<file path="src/rtl/ant_freq_meter.sv">
// Antenna return frequency meter: counts synchronized rising edges of ant_in over
// fixed clk_100 gate windows and publishes the floor-average of 2^AVG_LOG2 gates.
module ant_freq_meter #(
  parameter logic [31:0] GATE_CYCLES = 32'd1_000_000,
  parameter int          CNT_W       = 16,
  parameter int          AVG_LOG2    = 2
) (
  input  logic             clk_100,
  input  logic             reset_n,
  input  logic             enable,
  input  logic             ant_in,
  output logic [CNT_W-1:0] freq_count,
  output logic             count_valid,
  output logic             no_signal,
  output logic             overflow
);

  localparam int TMR_W = $clog2(GATE_CYCLES);
  localparam int ACC_W = CNT_W + AVG_LOG2;
  localparam int IDX_W = (AVG_LOG2 > 0) ? AVG_LOG2 : 1;

  localparam logic [TMR_W-1:0] TMR_LAST = TMR_W'(GATE_CYCLES - 32'd1);
  localparam logic [IDX_W-1:0] IDX_LAST = IDX_W'((1 << AVG_LOG2) - 1);
  localparam logic [CNT_W-1:0] CNT_MAX  = '1;

  typedef enum logic {
    IDLE    = 1'b0,
    MEASURE = 1'b1
  } state_t;

  state_t           r_state;
  logic             r_s1;
  logic             r_s2;
  logic             r_s3;
  logic [TMR_W-1:0] r_timer;
  logic [CNT_W-1:0] r_edge_cnt;
  logic [ACC_W-1:0] r_acc;
  logic [IDX_W-1:0] r_gate_idx;
  logic             r_sat_flag;
  logic [CNT_W-1:0] r_freq_count;
  logic             r_count_valid;
  logic             r_no_signal;
  logic             r_overflow;

  logic             w_rise;
  logic             w_cnt_at_max;
  logic             w_terminal;
  logic             w_last_gate;
  logic             w_gate_sat;
  logic [CNT_W-1:0] w_gate_total;
  logic [ACC_W-1:0] w_sum;
  logic [CNT_W-1:0] w_avg;
  logic [IDX_W-1:0] w_idx_next;
  logic             w_publish;

  assign w_rise       = r_s2 & ~r_s3;
  assign w_cnt_at_max = (r_edge_cnt == CNT_MAX);
  assign w_terminal   = (r_timer == TMR_LAST);
  assign w_last_gate  = (r_gate_idx == IDX_LAST);

  // The rise on the terminal cycle still belongs to the closing gate.
  assign w_gate_sat   = w_rise & w_cnt_at_max;
  assign w_gate_total = (w_rise && !w_cnt_at_max) ? r_edge_cnt + 1'b1 : r_edge_cnt;
  assign w_sum        = r_acc + ACC_W'(w_gate_total);
  assign w_avg        = CNT_W'(w_sum >> AVG_LOG2);
  assign w_idx_next   = w_last_gate ? '0 : r_gate_idx + 1'b1;
  assign w_publish    = (r_state == MEASURE) && w_terminal && w_last_gate;

  always_ff @(posedge clk_100 or negedge reset_n) begin
    if (!reset_n) begin
      r_state       <= IDLE;
      r_s1          <= 1'b0;
      r_s2          <= 1'b0;
      r_s3          <= 1'b0;
      r_timer       <= '0;
      r_edge_cnt    <= '0;
      r_acc         <= '0;
      r_gate_idx    <= '0;
      r_sat_flag    <= 1'b0;
      r_freq_count  <= '0;
      r_count_valid <= 1'b0;
      r_no_signal   <= 1'b0;
      r_overflow    <= 1'b0;
    end else begin
      r_s1          <= ant_in;
      r_s2          <= r_s1;
      r_s3          <= r_s2;
      r_count_valid <= 1'b0;

      case (r_state)
        IDLE: begin
          r_timer    <= '0;
          r_edge_cnt <= '0;
          r_acc      <= '0;
          r_gate_idx <= '0;
          r_sat_flag <= 1'b0;
          if (enable) begin
            r_state <= MEASURE;
          end
        end

        MEASURE: begin
          // A publish on the final terminal cycle survives enable falling on that cycle.
          if (w_publish) begin
            r_freq_count  <= w_avg;
            r_no_signal   <= (w_sum == '0);
            r_overflow    <= r_sat_flag | w_gate_sat;
            r_count_valid <= 1'b1;
          end

          if (!enable) begin
            r_state    <= IDLE;
            r_timer    <= '0;
            r_edge_cnt <= '0;
            r_acc      <= '0;
            r_gate_idx <= '0;
            r_sat_flag <= 1'b0;
          end else if (w_terminal) begin
            r_timer    <= '0;
            r_edge_cnt <= '0;
            r_gate_idx <= w_idx_next;
            if (w_last_gate) begin
              r_acc      <= '0;
              r_sat_flag <= 1'b0;
            end else begin
              r_acc      <= w_sum;
              r_sat_flag <= r_sat_flag | w_gate_sat;
            end
          end else begin
            r_timer <= r_timer + 1'b1;
            if (w_rise) begin
              if (w_cnt_at_max) begin
                r_sat_flag <= 1'b1;
              end else begin
                r_edge_cnt <= r_edge_cnt + 1'b1;
              end
            end
          end
        end

        default: r_state <= IDLE;
      endcase
    end
  end

  assign freq_count  = r_freq_count;
  assign count_valid = r_count_valid;
  assign no_signal   = r_no_signal;
  assign overflow    = r_overflow;

endmodule

</file>
<file path="config.mk">
export PLATFORM = sky130hd
export DESIGN_NAME = ant_freq_meter
export DESIGN_NICKNAME = d
export VERILOG_FILES = /design/src/rtl/ant_freq_meter.sv
export SDC_FILE = /design/constraint.sdc
export NUM_CORES = 1
export LEC_CHECK = 0
export ABC_AREA = 0
export BUFFER_PORTS_ARGS = -buffer_cell sky130_fd_sc_hd__buf_2
export CAP_MARGIN = 5
export CORE_MARGIN = 5
export CORE_UTILIZATION = 25
export DETAILED_ROUTE_END_ITERATION = 8
export PLACE_DENSITY = 0.49
export SLEW_MARGIN = 20
export SYNTH_ARGS = -nofsm -noshare
export SYNTH_HDL_FRONTEND = slang
export SYNTH_SLANG_ARGS = --single-unit
</file>
<file path="constraint.sdc">
create_clock -name clk_100 -period 7.7 [get_ports clk_100]
set_input_delay 0 -clock clk_100 [delete_from_list [all_inputs] [get_ports clk_100]]
set_output_delay 0 -clock clk_100 [all_outputs]
set_load 0.03 [all_outputs]
</file>
### Word-level counts from Yosys, hierarchy flattened

Cells that the tools add are included.

* bits in registers: 80
* input bits: 4
* output and inout port bits: 19
* logic and storage cells: 63

* add/sub/neg operators: 4
* equal/unequal tests: 7
* mux-type cells: 26
* bitwise gates (word level): 5
* reductions and logical operators: 8

Operators by type and width (number)
* $mux 16: 5
* $mux 18: 3
* $mux 20: 2
* $pmux 20 s2: 1
* $pmux 18 s2: 1
* $pmux 16 s2: 1
* $add 20x1->20 const B: 1
* $eq 20x20->1 const B: 1
* $add 18x16->18: 1
* $logic_not 18->1: 1
* $add 16x1->16 const B: 1
* $eq 16x16->1 const B: 1
* $mux 1: 8
* $ne 4x2->1 const B: 2
* $mux 2: 3
* $reduce_and 2->1: 3
* $ne 4x3->1 const B: 1
* $pmux 2 s2: 1
* $logic_and 1x1->1: 3
* $ne 3x2->1 const B: 1
* $add 2x1->2 const B: 1
* $and 1x1->1: 2
* $eq 2x2->1 const B: 1
* $not 1->1: 2
* other kinds (3): 3

### Logic depth before layout (Yosys ltp)

* depth in word-level cells: 9
* gate-level depth with buffers: 18

### Least setup slack after synthesis

OpenSTA, ideal clock, no wires.

* kind: reg2reg
* from: register r_edge_cnt[2]
* to: register r_no_signal (netlist: no_signal)
* setup time: 0.066 ns
* arrival: 4.076 ns
* data required time: 7.634 ns
* setup slack: 3.558 ns
* cell stages (with the launch flop): 18
* buffers on the path: 1
* path through: dfrtp_1 > and4_1 > nand4_1 > nor4_2 > and2_1 > buf_2 > nand4_1 > nand2_1 > mux2_1 > fa_1 > a21o_1 > a221oi_2 > mux2_2 > nor4b_1 > o2111ai_1 > nor4b_2 > nand4_1 > nand2_1

* longest elaborated chain between the ends: 6
* elaborated cells between the ends (all ways): 7
* classes of those cells: 2 x add/sub; 1 x eq/ne; 1 x mux; 3 x reduce/logical

Ends and longest elaborated chain
* start: declaration: RTL line 36 `logic [CNT_W-1:0] r_edge_cnt;`
* start signal: assignment: RTL line 135 `r_edge_cnt <= r_edge_cnt + 1'b1;`
* parallel branches: the longest is 3 deep, another holds $add 16x1->16
* $mux 16 *: RTL line 63 `assign w_gate_total = (w_rise && !w_cnt_at_max) ? r_edge_cnt + 1'b1 : r_edge_cnt;`
* $add 18x16->18 *: RTL line 64 `assign w_sum = r_acc + ACC_W'(w_gate_total);`
* $logic_not 18->1 *: RTL line 106 `r_no_signal <= (w_sum == '0);`
* end signal: assignment: RTL line 106
* end: declaration: RTL line 42 `logic r_no_signal;`

Every way passes the cells marked *.
A chain may end at the register's enable or synchronous reset.

### Worst setup path after layout

Ends and elaborated chain as after synthesis.

==> flow_summary.toml <==
[run_status]
status = "finished clean"

[cts]
cts_made_buffers = 9
clkSinkCount = 80
cts_tree = "yes"
clkLatencyLatePin_ns = 0.34
post-cts-setup-buffers = 0
ctsResizeCount = 0
clock_path_buffers = 2
root_buffer = "clkbuf_16"
clk_pin_slew_ns = 0.06
htreeDepth = 3
hold_buffers = 3

[sta]
slew_headroom_pct = 48.8
setup_viol = 0
drv_slew = 0
finalCriticalPeriod_ns = 4.61
grt_setup_unrepaired = "false"
max_freq_ghz = 0.217
setup_tns_ns = 0
hold_ws_ns = 0.296
fin_crit_sh_pct = 59.9
tightest_slew_ns = 0.767
skew_ns = 0.00789
hold_viol = 0

[placed_design]
port_buffers = 22
dp.cells = 693
dpl.hpwl_mm = 7.09
gp_congestion = 0.891

[detailed_routing]
ant_nets = 0
drc = 0
firstDrtPassIters = 4
wl_per_cell_microns = 14.0
viasPerCell = 4.65
wl_mm = 9.98
num_vias = 3313
drtIter0Drc = 117

[critical_path]
worstPathRequired_ns = 7.98
cp_common_cell = "nand4_1"
slowest_delay_ns = 0.47
cp_top_family = "simple AND/OR/NAND/NOR gates"
cpMaxStageDelayCell = "a221oi_2"
crit_chain = "and4_1 > nand4_1 > nor4_2 > and2_1 > nand4_1 > nand2_1 > mux2_1 > fa_1 > a21o_1 > a221oi_2 > mux2_2 > nor4b_1 > o2111ai_1 > nor4b_2 > nand4_1 > nand2_1"
path_max_fanout = 6
worstSetupPathType = "flip-flop to flip-flop"
end_kind = "flip-flop"
crit_arrival_ns = 4.89
cp-start-kind = "flip-flop"
crit_buf_inv = 0

[power_and_ir_drop]
p_int_w = 0.000719
power.share.sequential_pct = 47.0
switching_share_pct = 20.2
vdd_drop_max_uv = 117
p_sw_w = 0.000182
leakage_nw = 2.27
cellPowerDensity_mw_per_mm2 = 177
comb_power_share_pct = 2.3
pwr-share-clk_pct = 50.8

[global_routing]
grt.total_usage_pct = 10.3
grt_pass1_vias = 3282
antenna_found_initial = 0
grt_first_pass_wirelength_mm = 16.9
grt_overflow_total = 0
grt_max_degree = 81

[finish]
register_area_sq_mm = 0.00200
fin_nets = 507
drive_above_1_share_pct = 10.1
antenna_cells = 0
area_growth_pct = 15.8
fillers = 1833
layout_common_cells = "dfrtp_1, nand2_1, nor2_1"
multi_input_area_sq_mm = 0.00231
fin_cells = 712
layout_commonest_cell = "dfrtp_1"
final_util_pct = 29.5

[floorplan]
coreArea_sq_mm = 0.0173
die_w_microns = 143
rows = 48
fp.dieArea_sq_mm = 0.0204
die_h_microns = 143
io_pins = 23
start_util_pct = 25.4

[yosys]
syn_area_sq_mm = 0.00440
avgSynthCellArea_sq_um = 9.58
synthArstFlopShare_pct = 100
synth_enable_flop_cells = 0
ys_ff_latch = 80
ys_types = 62
syn_inst = 459
synth-main-ff-cell = "dfrtp_1"
syn-num-nets = 484
seq_area_frac_synth_pct = 45.5
ys_warn_count = 0

[flow_run]
cap_viol_max_count = 0

[min_path]
hold_path.class = "input pin to asynchronous set/reset pin"
==> routing by layer <==
metal	vias to the layer above	routed length, microns	track usage (%)
li1	1683	-	-
met1	1578	5030	14.3
met2	41	4480	15.9
met3	11	296	2.01
met4	0	176	4.05
met5	-	0	0
==> sequential cells by signal, indices dropped and copies added, names as in the netlist <==
register / flops
r_timer: 20
r_acc: 18
freq_count: 16
r_edge_cnt: 16
r_gate_idx: 2
count_valid: 1
no_signal: 1
overflow: 1
r_s1: 1
r_s2: 1
r_s3: 1
r_sat_flag: 1
r_state: 1
==> stage by stage <==
stage,cell area [sq um],total power (W),setup WS (ns)
6_report,5100,0.000901,3.09
5_1_grt,5100,0.000937,2.63
4_1_cts,5090,0.000915,3.08
3_5_place_dp,4750,0.000451,3.10
3_3_place_gp,4750,0.000451,3.22
2_1_floorplan,4400,0.000438,3.56
==> logic make-up (layout without fill, tap and decap cells) <==
logic type | count (synthesis) | count (layout) | synth area share [%]
simple gates | 194 | 194 | 23.3
compound gates | 98 | 98 | 14.3
flops | 80 | 80 | 45.5
xor+xnor | 37 | 37 | 7.37
buf+inv | 24 | 52 | 2.13
fa+ha+maj | 21 | 21 | 6.14
mux | 5 | 5 | 1.22
==> final timing paths <==
path | startpoint | endpoint | slack [ns] | depth (start not counted)
setup / recovery | r_edge_cnt[2] | no_signal | 3.09 | 16
hold / removal | reset_n | r_acc[15] | 0.30 | 2
setup reg to reg | r_edge_cnt[2] | no_signal | 3.09 | 16
hold reg to reg | r_s1 | r_s2 | 0.35 | 0
max in group asynchronous | reset_n | r_timer[9] | 6.91 | 2
min in group clk_100 | ant_in | r_s1 | 0.33 | 2
==> power groups by stage <==
stage / Combinational, W / Clock (W) / Sequential (W)
2_1_floorplan: 0.00000738 / 0 / 0.000431
3_3_place_gp: 0.0000196 / 0 / 0.000431
3_5_place_dp: 0.0000200 / 0 / 0.000431
4_1_cts: 0.0000214 / 0.000471 / 0.000423
5_1_grt: 0.0000243 / 0.000490 / 0.000423
6_report: 0.0000204 / 0.000457 / 0.000423
==> final cells by class <==
| cell class | count | area share (%) |
|---|---|---|
| Clock inverter | 3 | 1.28 |
| Clock buffer | 13 | 4.91 |
| Multi-Input combinational cell | 355 | 45.2 |
| Tap cell | 225 | 5.52 |
| Sequential cell | 80 | 39.3 |
| Timing Repair Buffer | 26 | 3.02 |
| Inverter | 10 | 0.737 |
==> synth_stat cells, types with 3 or more instances <==
cell	count	area share, %
a41oi_1	3	0.60
and3b_1	3	0.60
a21o_1	7	1.2
and3_1	8	1.1
xor2_1	16	3.2
nor3_1	8	0.91
dfrtp_1	80	46
ha_1	20	5.7
o211ai_1	3	0.51
a22o_1	3	0.60
clkbuf_1	11	0.94
buf_2	3	0.34
nand4_1	9	1.3
nor2b_1	4	0.57
and2_1	21	3.0
xnor2_1	21	4.2
inv_1	10	0.85
a31oi_1	4	0.57
and4_1	5	1.0
a211oi_1	4	0.68
nand2_1	64	5.5
a21oi_1	11	1.3
nor2_1	33	2.8
nand3_1	17	1.9
or3_1	3	0.43
o21ai_0	27	3.1
o21ai_1	18	2.0
==> worst register-to-register path, delay by kind of cell, from the launching register on <==
| kind | cells | cell delay, ns |
|---|---|---|
| adder cells (fa/ha/maj) | 1 | 0.44 |
| flip-flops | 1 | 0.41 |
| AND/OR/NAND/NOR | 10 | 2.05 |
| AO/OA/AOI/OAI | 3 | 0.85 |
| multiplexers | 2 | 0.80 |
No activity file was read; power rests on OpenSTA's default activity.
